--- src/rtl/pipeline_hazard_ctrl.sv ---
// Pipeline hazard controller: stall/flush/advance decisions for a five-stage
// pipeline, a RUN/DWAIT/HALT state machine and saturating stall/flush counters.
module pipeline_hazard_ctrl #(
    parameter int CNT_W = 16
) (
    input  logic             CLK,
    input  logic             RST,
    input  logic             ihit,
    input  logic             dhit,
    input  logic             exmem_dreq,
    input  logic             idex_memread,
    input  logic [4:0]       idex_rd,
    input  logic [4:0]       ifid_rs,
    input  logic [4:0]       ifid_rt,
    input  logic             ifid_uses_rt,
    input  logic             branch_taken,
    input  logic             jump_id,
    input  logic             halt_wb,
    input  logic             clr_cnt,
    output logic             pc_en,
    output logic             ifid_en,
    output logic             idex_en,
    output logic             exmem_en,
    output logic             memwb_en,
    output logic             ifid_flush,
    output logic             idex_flush,
    output logic             exmem_flush,
    output logic [1:0]       state,
    output logic             halted,
    output logic [CNT_W-1:0] stall_cnt,
    output logic [CNT_W-1:0] flush_cnt
);

    localparam logic [1:0] RUN   = 2'd0;
    localparam logic [1:0] DWAIT = 2'd1;
    localparam logic [1:0] HALT  = 2'd2;

    logic [1:0]       state_q, state_d;
    logic [CNT_W-1:0] stall_cnt_q, stall_cnt_d;
    logic [CNT_W-1:0] flush_cnt_q, flush_cnt_d;
    logic             load_use;
    logic             wait_now;
    logic             active;

    // Counters stick at all-ones instead of wrapping.
    function automatic logic [CNT_W-1:0] sat_inc(input logic [CNT_W-1:0] v);
        return (&v) ? v : v + {{(CNT_W-1){1'b0}}, 1'b1};
    endfunction

    // Hazard detection; in DWAIT only dhit matters, the request is already in flight.
    always_comb begin
        active   = (state_q == RUN) || (state_q == DWAIT);
        load_use = idex_memread && (idex_rd != 5'd0) &&
                   ((idex_rd == ifid_rs) || (ifid_uses_rt && (idex_rd == ifid_rt)));
        wait_now = (state_q == DWAIT) ? !dhit : (exmem_dreq && !dhit);
    end

    // State register with synchronous reset back to RUN.
    always_ff @(posedge CLK) begin
        if (RST) state_q <= RUN;
        else     state_q <= state_d;
    end

    // Next-state: halt retirement wins, then data wait; HALT only leaves on reset.
    always_comb begin
        state_d = state_q;
        case (state_q)
            RUN: begin
                if (halt_wb)       state_d = HALT;
                else if (wait_now) state_d = DWAIT;
            end
            DWAIT: begin
                if (halt_wb)       state_d = HALT;
                else if (!wait_now) state_d = RUN;
            end
            HALT:    state_d = HALT;
            default: state_d = RUN;
        endcase
    end

    // Output decode in priority order: halt, wait, branch, load-use, jump, fetch, normal.
    always_comb begin
        pc_en       = 1'b0;
        ifid_en     = 1'b0;
        idex_en     = 1'b0;
        exmem_en    = 1'b0;
        memwb_en    = 1'b0;
        ifid_flush  = 1'b0;
        idex_flush  = 1'b0;
        exmem_flush = 1'b0;
        if (RST) begin
            ifid_flush  = 1'b1;
            idex_flush  = 1'b1;
            exmem_flush = 1'b1;
        end else if (active) begin
            if (halt_wb) begin
                pc_en = 1'b1; ifid_en = 1'b1; idex_en = 1'b1; exmem_en = 1'b1; memwb_en = 1'b1;
            end else if (wait_now) begin
                pc_en = 1'b0;
            end else if (branch_taken) begin
                pc_en = 1'b1; ifid_en = 1'b1; idex_en = 1'b1; exmem_en = 1'b1; memwb_en = 1'b1;
                ifid_flush = 1'b1;
                idex_flush = 1'b1;
            end else if (load_use) begin
                // Hold PC and IF/ID one cycle; the load drains from ID/EX behind a bubble.
                idex_en = 1'b1; exmem_en = 1'b1; memwb_en = 1'b1;
                idex_flush = 1'b1;
            end else if (jump_id) begin
                pc_en = 1'b1; ifid_en = 1'b1; idex_en = 1'b1; exmem_en = 1'b1; memwb_en = 1'b1;
                ifid_flush = 1'b1;
            end else if (!ihit) begin
                ifid_en = 1'b1; idex_en = 1'b1; exmem_en = 1'b1; memwb_en = 1'b1;
                ifid_flush = 1'b1;
            end else begin
                pc_en = 1'b1; ifid_en = 1'b1; idex_en = 1'b1; exmem_en = 1'b1; memwb_en = 1'b1;
            end
        end
    end

    // Counter next values: clear beats increment, nothing counts outside RUN/DWAIT.
    always_comb begin
        stall_cnt_d = stall_cnt_q;
        flush_cnt_d = flush_cnt_q;
        if (clr_cnt) begin
            stall_cnt_d = '0;
            flush_cnt_d = '0;
        end else if (active) begin
            if (!pc_en)                   stall_cnt_d = sat_inc(stall_cnt_q);
            if (ifid_flush || idex_flush) flush_cnt_d = sat_inc(flush_cnt_q);
        end
    end

    // Counter registers, zeroed by reset.
    always_ff @(posedge CLK) begin
        if (RST) begin
            stall_cnt_q <= '0;
            flush_cnt_q <= '0;
        end else begin
            stall_cnt_q <= stall_cnt_d;
            flush_cnt_q <= flush_cnt_d;
        end
    end

    assign state     = state_q;
    assign halted    = (state_q == HALT) && !RST;
    assign stall_cnt = stall_cnt_q;
    assign flush_cnt = flush_cnt_q;

endmodule
--- config.mk ---
export PLATFORM = sky130hd
export DESIGN_NAME = pipeline_hazard_ctrl
export DESIGN_NICKNAME = d
export VERILOG_FILES = /design/src/rtl/pipeline_hazard_ctrl.sv
export SDC_FILE = /design/constraint.sdc
export NUM_CORES = 1
export LEC_CHECK = 0
export CORE_MARGIN = 2
export CORE_UTILIZATION = 45
export CTS_CLUSTER_DIAMETER = 120
export DETAILED_ROUTE_END_ITERATION = 8
export PLACE_DENSITY_LB_ADDON = 0.15
export SYNTH_ARGS = -nofsm -noshare
export SYNTH_HDL_FRONTEND = slang
export SYNTH_SLANG_ARGS = --single-unit
--- constraint.sdc ---
create_clock -name CLK -period 2.4 [get_ports CLK]
set_input_delay 0.48 -clock CLK [delete_from_list [all_inputs] [get_ports CLK]]
set_output_delay 0.48 -clock CLK [all_outputs]
set_load 0.05 [all_outputs]
==> results.json, run 1 <==
{
  "run_status": "finished, final reports clean",
  "r2r_start": "flush_cnt[1]$_SDFFE_PP0P_",
  "die_h_um": 71.6,
  "routed_wirelength_um": 5660,
  "grt_antenna_before_repair": 0,
  "dpl-instance-area_um2": 2940,
  "grt_overflow": 0,
  "wire_per_inst_um": 14.5,
  "final_cells": 389,
  "cap_viol_max_count": 0,
  "reg2reg_depth": 8,
  "critPathMaxFanout": 27,
  "critPathCaptureType": "register",
  "design_area_um2": 3110,
  "dr.pass1.iters": 4,
  "cp_data_arrival_time_ps": 2580,
  "die_x_um": 71.6,
  "area_growth_pct": 51.4,
  "async_flop_share_pct": 0,
  "grt_pass1_vias": 1961,
  "clkSinkCount": 34,
  "cts_made_buffers": 5,
  "worst_hold_slack_ps": 501,
  "reg2reg_slack_ps": 130,
  "yosysTopAreaCell": "dfxtp_1",
  "synth_top_cell_area_share_pct": 33.1,
  "finalCritPeriodShare_pct": 98.3,
  "period_needed_ps": 2360,
  "clock-root-buffer": "clkbuf_8",
  "grt_pass1_wl_um": 9200,
  "ioPinCount": 69,
  "hold_buffers": 0,
  "synthCells": 247,
  "slew-limit-headroom_pct": 65.8,
  "p_sw_uw": 421,
  "holdCritPathClass": "register to register",
  "yosys_warnings": 0,
  "yosysUniqueCellTypes": 48,
  "setup_viol": 0,
  "clkPwrFrac_pct": 41.5,
  "cts_max_level": 2,
  "grt_util_all_layers_pct": 22.0,
  "worstMarginPinSlew_ps": 508,
  "max_freq_ghz": 0.424,
  "drt_iter0_markers": 166,
  "avgSynthCellArea_um2": 8.33,
  "dieArea_um2": 5130,
  "synth_edf_count": 0,
  "synth_flop_cell": "dfxtp_1",
  "yosysSeqAreaShare_pct": 33.1,
  "synthesis.nets": 275,
  "ir_worst_vdd_mv": 0.318,
  "powerDensity_nw_per_um2": 515,
  "clock_latency_ps": 290,
  "diodes": 0,
  "comb_power_share_pct": 22.5,
  "final_cell_mix": "clkdlybuf4s50_1 (42), dfxtp_1 (34), buf_4 (28), nand2_1 (20)",
  "hold_viol": 0,
  "post-route-util_pct": 71.0,
  "clk_pin_slew_ps": 70,
  "dpl.hpwl_um": 3870,
  "place.gp.congestion": 0.791,
  "synth_area_leaders": "dfxtp_1 (33%), or3_1 (5.8%), xnor2_1 (4.7%), a21oi_1 (4.6%), a21oi_2 (3.8%)",
  "drive_gt1_share_pct": 28.8,
  "fin_nets": 364,
  "fin_tns_setup_ps": 0,
  "synth_area_um2": 2060,
  "route.detailed.drc": 0,
  "start_kind": "primary input",
  "seqPwrFrac_pct": 36.0,
  "cts_tree": "yes",
  "io_buffers": 68,
  "holdPathEnd": "flush_cnt[15]$_SDFFE_PP0P_",
  "required_ps": 2620,
  "grt_max_degree": 31,
  "crit_type": "primary input to register",
  "fin_skew_ps": 6.12,
  "p_int_mw": 1.18,
  "final_common_cell": "clkdlybuf4s50_1",
  "min_from": "flush_cnt[15]$_SDFFE_PP0P_",
  "final_max_slew_viol_count": 0,
  "drtAntennaViolNets": 0,
  "holdPathStages": 2,
  "clockBufferDepth": 2,
  "synth.ff_latch_count": 34,
  "row_count": 24,
  "switching_share_pct": 26.2,
  "p_leak_nw": 1.06,
  "r2r_end": "flush_cnt[7]$_SDFFE_PP0P_",
  "start_util_pct": 46.9,
  "rsz0062_at_grt": "true",
  "core_area_um2": 4380,
  "dp_cells": 373,
  "vias_per_cell": 5.71,
  "via_count": 2223
}
-- logic make-up (layout without fill, tap and decap cells) --
logic type / Yosys count / after routing / share of synthesized area (%)
compound gates: 72 / 72 / 25.0
xor+xnor: 12 / 12 / 5.11
mux: 2 / 2 / 0.973
buf+inv: 22 / 112 / 6.45
flops: 34 / 34 / 33.1
simple gates: 103 / 103 / 28.2
fa+ha+maj: 2 / 2 / 1.22
-- power by group through the flow --
stage	sequential, mW	clock (mW)	combinational [mW]
detailed placement	0.590	0	0.344
CTS	0.576	0.671	0.350
floorplan	0.607	0	0.180
global route	0.578	0.695	0.384
global placement	0.589	0	0.341
finish	0.577	0.666	0.361
-- how the worst max path moves through the flow --
stage                                startpoint                   endpoint  slack [ps]  cells after the start
after floorplan           state[0]$_SDFFE_PP0P_                      pc_en           7                      4
after global placement               idex_rd[4]                      pc_en        -390                      7
after detailed placement             idex_rd[1]                      pc_en        -430                      7
after CTS                            ifid_rt[0]                      pc_en          10                      7
after global routing                 idex_rd[4]                      pc_en         -30                      7
final                              idex_memread  flush_cnt[7]$_SDFFE_PP0P_          40                      9
-- synth_stat cells, drive strengths merged (2+ instances only) --
cell type and count:
mux2i 2, nor3 2, inv 7, or4 11, a21oi 29, a31o 2, and2 4, ha 2
nand4 9, nand2b 2, nand2 20, dfxtp 34, buf 10, a211oi 2, nor4 3, o21ai 22
clkbuf 5, o31ai 9, and4 4, or3 19, nand3 10, xnor2 11, and3 2, nor2 14
-- final cells by class --
type | instances | area (µm²)
clock buffers | 6 | 82.6
clock inverters | 2 | 60.1
fillers | 357 | 1270
inverters | 7 | 26.3
multi-input cells | 191 | 1290
flip-flops and latches | 34 | 681
well taps | 52 | 65.1
repair buffers | 97 | 910
-- state kept, by name (all words and copies together) (netlist names) --
register / cells
flush_cnt: 16
stall_cnt: 16
state: 2
-- per-stage QoR --
stage          power (mW)  setup slack, ps
6_report             1.60             41.1
4_1_cts              1.60             9.98
3_3_place_gp        0.930             -392
5_1_grt              1.66            -27.1
2_1_floorplan       0.787             6.99
3_5_place_dp        0.933             -426
-- layer usage --
layer / GRT usage, % / routed length [µm] / up-vias / part of all wire [%]
li1: - / - / 1094 / -
met1: 29.6 / 2550 / 1040 / 45
met2: 36.1 / 2630 / 80 / 46
met3: 4.50 / 399 / 9 / 7.1
met4: 5.87 / 79 / 0 / 1.4
met5: 0 / 0 / - / 0
-- what timing repair did --
| action | in CTS | in global routing |
|---|---|---|
| pin swaps | 18 | 7 |
| buffers inserted | 7 | 1 |
| gates resized for setup | 62 | 8 |
| endpoints found under the setup margin | 8 | 6 |
-- worst max-delay path, stage by stage --
cell and delay (ps):
clkdlybuf4s50_1 500, o21ai_4 80, buf_4 130, buf_4 130
nor3_2 280, a21oi_4 100, buf_12 160, or4_1 520
a21oi_1 180
Note: power is estimated with default switching activity, not from simulation.
==> inputs of run 2 (changes only) <==
--- a/config.mk
+++ b/config.mk
@@ -7,6 +7,7 @@
 export LEC_CHECK = 0
 export CORE_MARGIN = 2
 export CORE_UTILIZATION = 45
+export CTS_BUF_LIST = sky130_fd_sc_hd__clkbuf_8
 export CTS_CLUSTER_DIAMETER = 120
 export DETAILED_ROUTE_END_ITERATION = 8
 export PLACE_DENSITY_LB_ADDON = 0.15
==> results of run 2 <==
Final layout, timing and power as in run 1 (identical DEF).
